$ cat src/rtl/rv_pkg.sv
// ============================================================================
// Module   : rv_pkg
// Purpose  : Shared arbiter state encoding and default timing constants.
// Revision : 1.0
// ============================================================================
`default_nettype none

package rv_pkg;

    typedef enum logic [1:0] {
        ST_IDLE  = 2'd0,
        ST_GNT_I = 2'd1,
        ST_GNT_D = 2'd2
    } arb_state_e;

    localparam int unsigned C_TIMEOUT_DEF      = 255;
    localparam int unsigned C_STARVE_LIMIT_DEF = 4;

endpackage

`default_nettype wire

$ cat src/rtl/rv_mem_arbiter_if.sv
// ============================================================================
// Module   : rv_mem_arbiter_if
// Purpose  : Fetch, data and shared memory bus signals of the arbiter.
// Revision : 1.0
// ============================================================================
`default_nettype none

interface rv_mem_arbiter_if;
    logic        i_ireq;
    logic [31:2] i_iaddr;
    logic        o_iack;
    logic        o_ierr;
    logic [31:0] o_irdata;

    logic        i_dreq;
    logic        i_dwe;
    logic [31:2] i_daddr;
    logic [3:0]  i_dsel;
    logic [31:0] i_dwdata;
    logic        o_dack;
    logic        o_derr;
    logic [31:0] o_drdata;

    logic        o_bus_req;
    logic        o_bus_we;
    logic [31:2] o_bus_addr;
    logic [3:0]  o_bus_sel;
    logic [31:0] o_bus_wdata;
    logic        i_bus_ack;
    logic        i_bus_err;
    logic [31:0] i_bus_rdata;

    modport slave (
        input  i_ireq, i_iaddr, i_dreq, i_dwe, i_daddr, i_dsel, i_dwdata,
        input  i_bus_ack, i_bus_err, i_bus_rdata,
        output o_iack, o_ierr, o_irdata, o_dack, o_derr, o_drdata,
        output o_bus_req, o_bus_we, o_bus_addr, o_bus_sel, o_bus_wdata
    );

    modport master (
        output i_ireq, i_iaddr, i_dreq, i_dwe, i_daddr, i_dsel, i_dwdata,
        output i_bus_ack, i_bus_err, i_bus_rdata,
        input  o_iack, o_ierr, o_irdata, o_dack, o_derr, o_drdata,
        input  o_bus_req, o_bus_we, o_bus_addr, o_bus_sel, o_bus_wdata
    );
endinterface

`default_nettype wire

$ cat src/rtl/rv_mem_arbiter.sv
// ============================================================================
// Module   : rv_mem_arbiter
// Purpose  : Two-port (fetch/data) arbiter onto one memory bus with timeout.
// Revision : 1.0
// ============================================================================
`default_nettype none

module rv_mem_arbiter
    import rv_pkg::*;
#(
    parameter int unsigned TIMEOUT      = C_TIMEOUT_DEF,
    parameter int unsigned STARVE_LIMIT = C_STARVE_LIMIT_DEF
) (
    input  wire logic        i_clk,
    input  wire logic        i_reset_n,
    rv_mem_arbiter_if.slave  bus
);

    localparam int unsigned TW = $clog2(TIMEOUT + 1);
    localparam int unsigned SW = $clog2(STARVE_LIMIT + 1);
    localparam logic [TW-1:0] C_TMO = TW'(TIMEOUT);
    localparam logic [SW-1:0] C_SL  = SW'(STARVE_LIMIT);

    arb_state_e    r_state;
    logic [TW-1:0] r_tcnt;
    logic [SW-1:0] r_starve;
    logic          r_bus_req, r_bus_we;
    logic [31:2]   r_bus_addr;
    logic [3:0]    r_bus_sel;
    logic [31:0]   r_bus_wdata;
    logic          r_iack, r_ierr, r_dack, r_derr;
    logic [31:0]   r_irdata, r_drdata;

    logic          w_ielig, w_delig, w_starved, w_gnt_d, w_gnt_i;
    logic [TW-1:0] w_tcnt_nxt;
    logic          w_fail;

    // A port still showing its ack/err is presenting a stale request
    assign w_ielig    = bus.i_ireq & ~r_iack & ~r_ierr;
    assign w_delig    = bus.i_dreq & ~r_dack & ~r_derr;
    assign w_starved  = (r_starve == C_SL);
    assign w_gnt_d    = w_delig & ~(w_ielig & w_starved);
    assign w_gnt_i    = w_ielig & ~w_gnt_d;
    assign w_tcnt_nxt = r_tcnt + TW'(1);
    assign w_fail     = bus.i_bus_err | (~bus.i_bus_ack & (w_tcnt_nxt == C_TMO));

    always_ff @(posedge i_clk or negedge i_reset_n) begin
        if (!i_reset_n) begin
            r_state     <= ST_IDLE;
            r_tcnt      <= '0;
            r_starve    <= '0;
            r_bus_req   <= 1'b0;
            r_bus_we    <= 1'b0;
            r_bus_addr  <= '0;
            r_bus_sel   <= '0;
            r_bus_wdata <= '0;
            r_iack      <= 1'b0;
            r_ierr      <= 1'b0;
            r_dack      <= 1'b0;
            r_derr      <= 1'b0;
            r_irdata    <= '0;
            r_drdata    <= '0;
        end else begin
            r_iack <= 1'b0;
            r_ierr <= 1'b0;
            r_dack <= 1'b0;
            r_derr <= 1'b0;
            case (r_state)
                ST_IDLE: begin
                    if (!bus.i_ireq || w_gnt_i) begin
                        r_starve <= '0;
                    end else if (w_gnt_d && !w_starved) begin
                        r_starve <= r_starve + SW'(1);
                    end
                    if (w_gnt_d) begin
                        r_state     <= ST_GNT_D;
                        r_tcnt      <= '0;
                        r_bus_req   <= 1'b1;
                        r_bus_we    <= bus.i_dwe;
                        r_bus_addr  <= bus.i_daddr;
                        r_bus_sel   <= bus.i_dsel;
                        r_bus_wdata <= bus.i_dwdata;
                    end else if (w_gnt_i) begin
                        r_state     <= ST_GNT_I;
                        r_tcnt      <= '0;
                        r_bus_req   <= 1'b1;
                        r_bus_we    <= 1'b0;
                        r_bus_addr  <= bus.i_iaddr;
                        r_bus_sel   <= 4'b1111;
                        r_bus_wdata <= '0;
                    end
                end
                ST_GNT_I, ST_GNT_D: begin
                    if (w_fail || bus.i_bus_ack) begin
                        r_state   <= ST_IDLE;
                        r_bus_req <= 1'b0;
                        if (w_fail) begin
                            if (r_state == ST_GNT_D) r_derr <= 1'b1;
                            else                     r_ierr <= 1'b1;
                        end else if (r_state == ST_GNT_D) begin
                            r_dack <= 1'b1;
                            if (!r_bus_we) r_drdata <= bus.i_bus_rdata;
                        end else begin
                            r_iack <= 1'b1;
                            if (!r_bus_we) r_irdata <= bus.i_bus_rdata;
                        end
                    end else begin
                        r_tcnt <= w_tcnt_nxt;
                    end
                end
                default: r_state <= ST_IDLE;
            endcase
        end
    end

    assign bus.o_bus_req   = r_bus_req;
    assign bus.o_bus_we    = r_bus_we;
    assign bus.o_bus_addr  = r_bus_addr;
    assign bus.o_bus_sel   = r_bus_sel;
    assign bus.o_bus_wdata = r_bus_wdata;
    assign bus.o_iack      = r_iack;
    assign bus.o_ierr      = r_ierr;
    assign bus.o_irdata    = r_irdata;
    assign bus.o_dack      = r_dack;
    assign bus.o_derr      = r_derr;
    assign bus.o_drdata    = r_drdata;

endmodule

`default_nettype wire

$ cat src/flat_wrapper.sv
// flat-port wrapper written by rule: the top's interface ports become plain ports
module rv_mem_arbiter_flat import rv_pkg::*;
#(
    parameter int unsigned TIMEOUT      = C_TIMEOUT_DEF,
    parameter int unsigned STARVE_LIMIT = C_STARVE_LIMIT_DEF
)
  (i_clk, i_reset_n, bus_i_ireq, bus_i_iaddr, bus_i_dreq, bus_i_dwe, bus_i_daddr, bus_i_dsel, bus_i_dwdata, bus_i_bus_ack, bus_i_bus_err, bus_i_bus_rdata, bus_o_iack, bus_o_ierr, bus_o_irdata, bus_o_dack, bus_o_derr, bus_o_drdata, bus_o_bus_req, bus_o_bus_we, bus_o_bus_addr, bus_o_bus_sel, bus_o_bus_wdata);
  rv_mem_arbiter_if bus_i ();
  input  wire logic i_clk;
  input  wire logic i_reset_n;
  input wire logic [$bits(bus_i.i_ireq)-1:0] bus_i_ireq;
  input wire logic [$bits(bus_i.i_iaddr)-1:0] bus_i_iaddr;
  input wire logic [$bits(bus_i.i_dreq)-1:0] bus_i_dreq;
  input wire logic [$bits(bus_i.i_dwe)-1:0] bus_i_dwe;
  input wire logic [$bits(bus_i.i_daddr)-1:0] bus_i_daddr;
  input wire logic [$bits(bus_i.i_dsel)-1:0] bus_i_dsel;
  input wire logic [$bits(bus_i.i_dwdata)-1:0] bus_i_dwdata;
  input wire logic [$bits(bus_i.i_bus_ack)-1:0] bus_i_bus_ack;
  input wire logic [$bits(bus_i.i_bus_err)-1:0] bus_i_bus_err;
  input wire logic [$bits(bus_i.i_bus_rdata)-1:0] bus_i_bus_rdata;
  output wire logic [$bits(bus_i.o_iack)-1:0] bus_o_iack;
  output wire logic [$bits(bus_i.o_ierr)-1:0] bus_o_ierr;
  output wire logic [$bits(bus_i.o_irdata)-1:0] bus_o_irdata;
  output wire logic [$bits(bus_i.o_dack)-1:0] bus_o_dack;
  output wire logic [$bits(bus_i.o_derr)-1:0] bus_o_derr;
  output wire logic [$bits(bus_i.o_drdata)-1:0] bus_o_drdata;
  output wire logic [$bits(bus_i.o_bus_req)-1:0] bus_o_bus_req;
  output wire logic [$bits(bus_i.o_bus_we)-1:0] bus_o_bus_we;
  output wire logic [$bits(bus_i.o_bus_addr)-1:0] bus_o_bus_addr;
  output wire logic [$bits(bus_i.o_bus_sel)-1:0] bus_o_bus_sel;
  output wire logic [$bits(bus_i.o_bus_wdata)-1:0] bus_o_bus_wdata;
  assign bus_i.i_ireq = bus_i_ireq;
  assign bus_i.i_iaddr = bus_i_iaddr;
  assign bus_i.i_dreq = bus_i_dreq;
  assign bus_i.i_dwe = bus_i_dwe;
  assign bus_i.i_daddr = bus_i_daddr;
  assign bus_i.i_dsel = bus_i_dsel;
  assign bus_i.i_dwdata = bus_i_dwdata;
  assign bus_i.i_bus_ack = bus_i_bus_ack;
  assign bus_i.i_bus_err = bus_i_bus_err;
  assign bus_i.i_bus_rdata = bus_i_bus_rdata;
  assign bus_o_iack = bus_i.o_iack;
  assign bus_o_ierr = bus_i.o_ierr;
  assign bus_o_irdata = bus_i.o_irdata;
  assign bus_o_dack = bus_i.o_dack;
  assign bus_o_derr = bus_i.o_derr;
  assign bus_o_drdata = bus_i.o_drdata;
  assign bus_o_bus_req = bus_i.o_bus_req;
  assign bus_o_bus_we = bus_i.o_bus_we;
  assign bus_o_bus_addr = bus_i.o_bus_addr;
  assign bus_o_bus_sel = bus_i.o_bus_sel;
  assign bus_o_bus_wdata = bus_i.o_bus_wdata;
  rv_mem_arbiter #(.TIMEOUT(TIMEOUT), .STARVE_LIMIT(STARVE_LIMIT)) u_core (.i_clk(i_clk), .i_reset_n(i_reset_n), .bus(bus_i));
endmodule
$ cat config.mk
export PLATFORM = sky130hd
export DESIGN_NAME = rv_mem_arbiter_flat
export DESIGN_NICKNAME = d
export VERILOG_FILES = /design/src/rtl/rv_pkg.sv /design/src/rtl/rv_mem_arbiter_if.sv /design/src/rtl/rv_mem_arbiter.sv /design/src/flat_wrapper.sv
export SDC_FILE = /design/constraint.sdc
export NUM_CORES = 1
export LEC_CHECK = 0
export BUFFER_PORTS_ARGS = -buffer_cell sky130_fd_sc_hd__buf_2
export CAP_MARGIN = 25
export CORE_MARGIN = 1.5
export CORE_UTILIZATION = 48
export DETAILED_ROUTE_END_ITERATION = 8
export PLACE_DENSITY = 0.81
export SYNTH_ARGS = -nofsm -noshare
export SYNTH_HDL_FRONTEND = slang
export SYNTH_SLANG_ARGS = --single-unit
$ cat constraint.sdc
create_clock -name i_clk -period 2.9 [get_ports i_clk]
set_input_delay 0.29 -clock i_clk [delete_from_list [all_inputs] [get_ports i_clk]]
set_output_delay 0.29 -clock i_clk [all_outputs]
set_load 0.02 [all_outputs]
==> metrics.yaml <==
placement:
  placedCellCount: 916
  place_congestion: 0.823
  dpl.hpwl_um: 12200
  io_buffers: 270
synthesis:
  yosysWarnings: 0
  ys_async_sr_fraction_pct: 100
  ys.flop_type: "dfrtp_1"
  synth_top_cell_by_area: "dfrtp_1"
  synthTopCellsByArea: "dfrtp_1 (59%), mux2_2 (11%), mux2i_1 (5.2%)"
  synth_edf_count: 0
  synth_seq_cells: 149
  yosysSeqAreaShare_pct: 59.3
  synth_cell_types: 47
  syn_area_per_cell_um2: 12.8
  yosysTopAreaCellShare_pct: 59.3
  syn_area_um2: 6290
  netlist_instances: 492
  synth_nets: 635
routing:
  ant_nets: 0
  dr.pass1.iters: 5
  drtIter0Drc: 274
  vias: 5037
  via_per_inst: 5.31
  drt_wl_total_um: 16400
  drc: 0
  wl_per_cell_um: 17.3
timing:
  rsz0062_at_grt: "no"
  fin_crit_ps: 2270
  slew_headroom_pct: 45.2
  final.period_utilization_pct: 78.3
  fin_worst_skew_ps: 9.87
  drv_slew: 0
  tightest_slew_ps: 818
  fmax_mhz: 441
  finalHoldViolations: 0
  setup_viol: 0
  fin_setup_tns_ps: 0
outcome:
  status: "finished, final reports clean"
worst_setup_path:
  cp-start-kind: "flip-flop"
  worstPathArrival_ps: 2560
  required_ps: 3190
  cp_max_fo: 32
  end_kind: "flip-flop"
  crit_type: "flip-flop to flip-flop"
clock_tree:
  cts_tree: "done"
  cts-resized-gates: 0
  cts_buffer_depth: 2
  numCtsBuffers: 17
  cts_max_level: 4
  cts_root_buf: "clkbuf_16"
  clk_latency_ps: 420
  cts.reportedPaths.clkPinSlew_ps: 60
  cts_sinks: 149
layout:
  diodes: 0
  fin_nets: 907
  drive_gt1_share_pct: 49.8
  fin_util_pct: 66.0
  stdcell_count: 949
  syn2layout_area_growth_pct: 33.4
floorplan:
  core_um2: 12700
  fp.dieH_um: 117
  start_util_pct: 49.5
  rows: 41
  die_w_um: 117
  num_io_pins: 271
  die_area_um2: 13800
grt:
  grt_usage_pct: 24.4
  grt_max_degree: 89
  grt_overflow: 0
  grt_pass1_wl_um: 26600
  grt_pass1_vias: 5234
  antenna_found_initial: 0
hold_path:
  hold_path_class: "input port to flip-flop"
job:
  maxCapViolations: 0
power_and_ir_drop:
  power_mw: 10.0
  ir_drop_v: 0.000666
  power.density_nw_per_um2: 1190
  leakagePower_nw: 4.29
==> final cells by class <==
class,count,area [µm²]
timing repair buffer,281,1460
sequential,149,3730
clock inverter,12,95.1
multi-input combinational,302,2390
tap,172,215
clock buffer,20,457
inverter,13,48.8
fill,934,4330
==> repair_timing <==
| item | in CTS | in global routing |
|---|---|---|
| hold buffers | 1 | 0 |
| buffers inserted | 0 | 0 |
| endpoints found under the hold margin | 76 | 0 |
==> flip-flops by register name (all words and copies together), names as in the netlist, 2 cells and up <==
signal,cells
u_core.bus.o_bus_sel,4
u_core.bus.o_bus_wdata,32
u_core.bus.o_drdata,32
u_core.bus.o_bus_addr,30
u_core.bus.o_irdata,32
u_core.r_tcnt,8
u_core.r_state,2
u_core.r_starve,3
==> per-stage QoR <==
| stage | hold slack [ps] | worst slack, ps | cell area (µm²) |
|---|---|---|---|
| after floorplan | -5.59 | 849 | 6290 |
| after global placement | 358 | 775 | 7830 |
| after detailed placement | 367 | 677 | 7830 |
| after CTS | 72.5 | 655 | 8390 |
| after global routing | 75.6 | 440 | 8390 |
| final | 87.6 | 630 | 8390 |
==> synthesized netlist by cell type (all sizes together) (2+ instances only) <==
library cell and count:
a211oi 3, a21o 3, a21oi 7, a22o 35
a31oi 3, buf 20, clkbuf 8, dfrtp 149
ha 8, inv 13, mux2 64, mux2i 33
nand2 41, nand3 8, nand4 3, nand4b 3
nor2 13, nor3 9, nor3b 3, o211ai 3
o21ai 40, o221ai 2, o22a 4, o22ai 2
o31ai 2, or2 2
==> logic make-up after synthesis <==
family	Yosys count	share of synthesized area, %
AOI/OAI and AO/OA	109	12.3
adders and majority gates	8	1.59
buffers and inverters	41	3.10
DFF	149	59.3
muxes	97	16.7
and+or+nand+nor	88	7.00
==> placed cells by master (no fill, tap or decap), types with 8 or more instances in the layout <==
cell,netlist,layout
inv_1,13,13
o21ai_1,30,30
ha_1,8,8
nand2_1,41,41
clkbuf_16,0,17
nor2_1,13,12
mux2i_1,33,33
nand3_1,8,8
a22o_1,35,35
buf_2,14,269
buf_4,0,9
mux2_2,64,64
dfrtp_1,149,149
==> worst max-delay path, cell delays in order (launching register included) <==
cell and delay, ps:
dfrtp_1 460, inv_1 70, ha_1 480, nand3_1 200
nor3_2 140, buf_4 390, mux2_2 400
==> power by group <==
group	leakage [nW]	switching, mW	total [mW]	internal, mW
Combinational	2.17	2.73	4.43	1.70
Clock	0.273	0.862	2.01	1.15
Sequential	1.85	0.539	3.56	3.02
==> per-layer routing <==
metal / wire, µm / up-vias / GRT usage [%]
met5: 0 / - / 0
met4: 372 / 0 / 8.92
met3: 1350 / 30 / 8.77
met2: 8080 / 234 / 41.3
met1: 6580 / 2448 / 28.7
li1: - / 2325 / -
==> worst paths after layout <==
check | cells past startpoint | start | end | slack [ps]
min reg2reg | 2 | u_core.bus.o_bus_addr[6]$_DFFE_PN0P_ | u_core.bus.o_bus_addr[6]$_DFFE_PN0P_ | 480
min | 2 | bus_i_dwdata[9] | u_core.bus.o_bus_wdata[9]$_DFFE_PN0P_ | 90
min in group asynchronous | 2 | i_reset_n | u_core.bus.o_bus_wdata[0]$_DFFE_PN0P_ | 480
max | 6 | u_core.r_state[1]$_DFFE_PN0P_ | u_core.bus.o_irdata[12]$_DFFE_PN0P_ | 630
max reg2reg | 6 | u_core.r_state[1]$_DFFE_PN0P_ | u_core.bus.o_irdata[12]$_DFFE_PN0P_ | 630
max in group asynchronous | 3 | i_reset_n | u_core.bus.o_drdata[4]$_DFFE_PN0P_ | 1530
No activity file was read; power rests on OpenSTA's default activity.
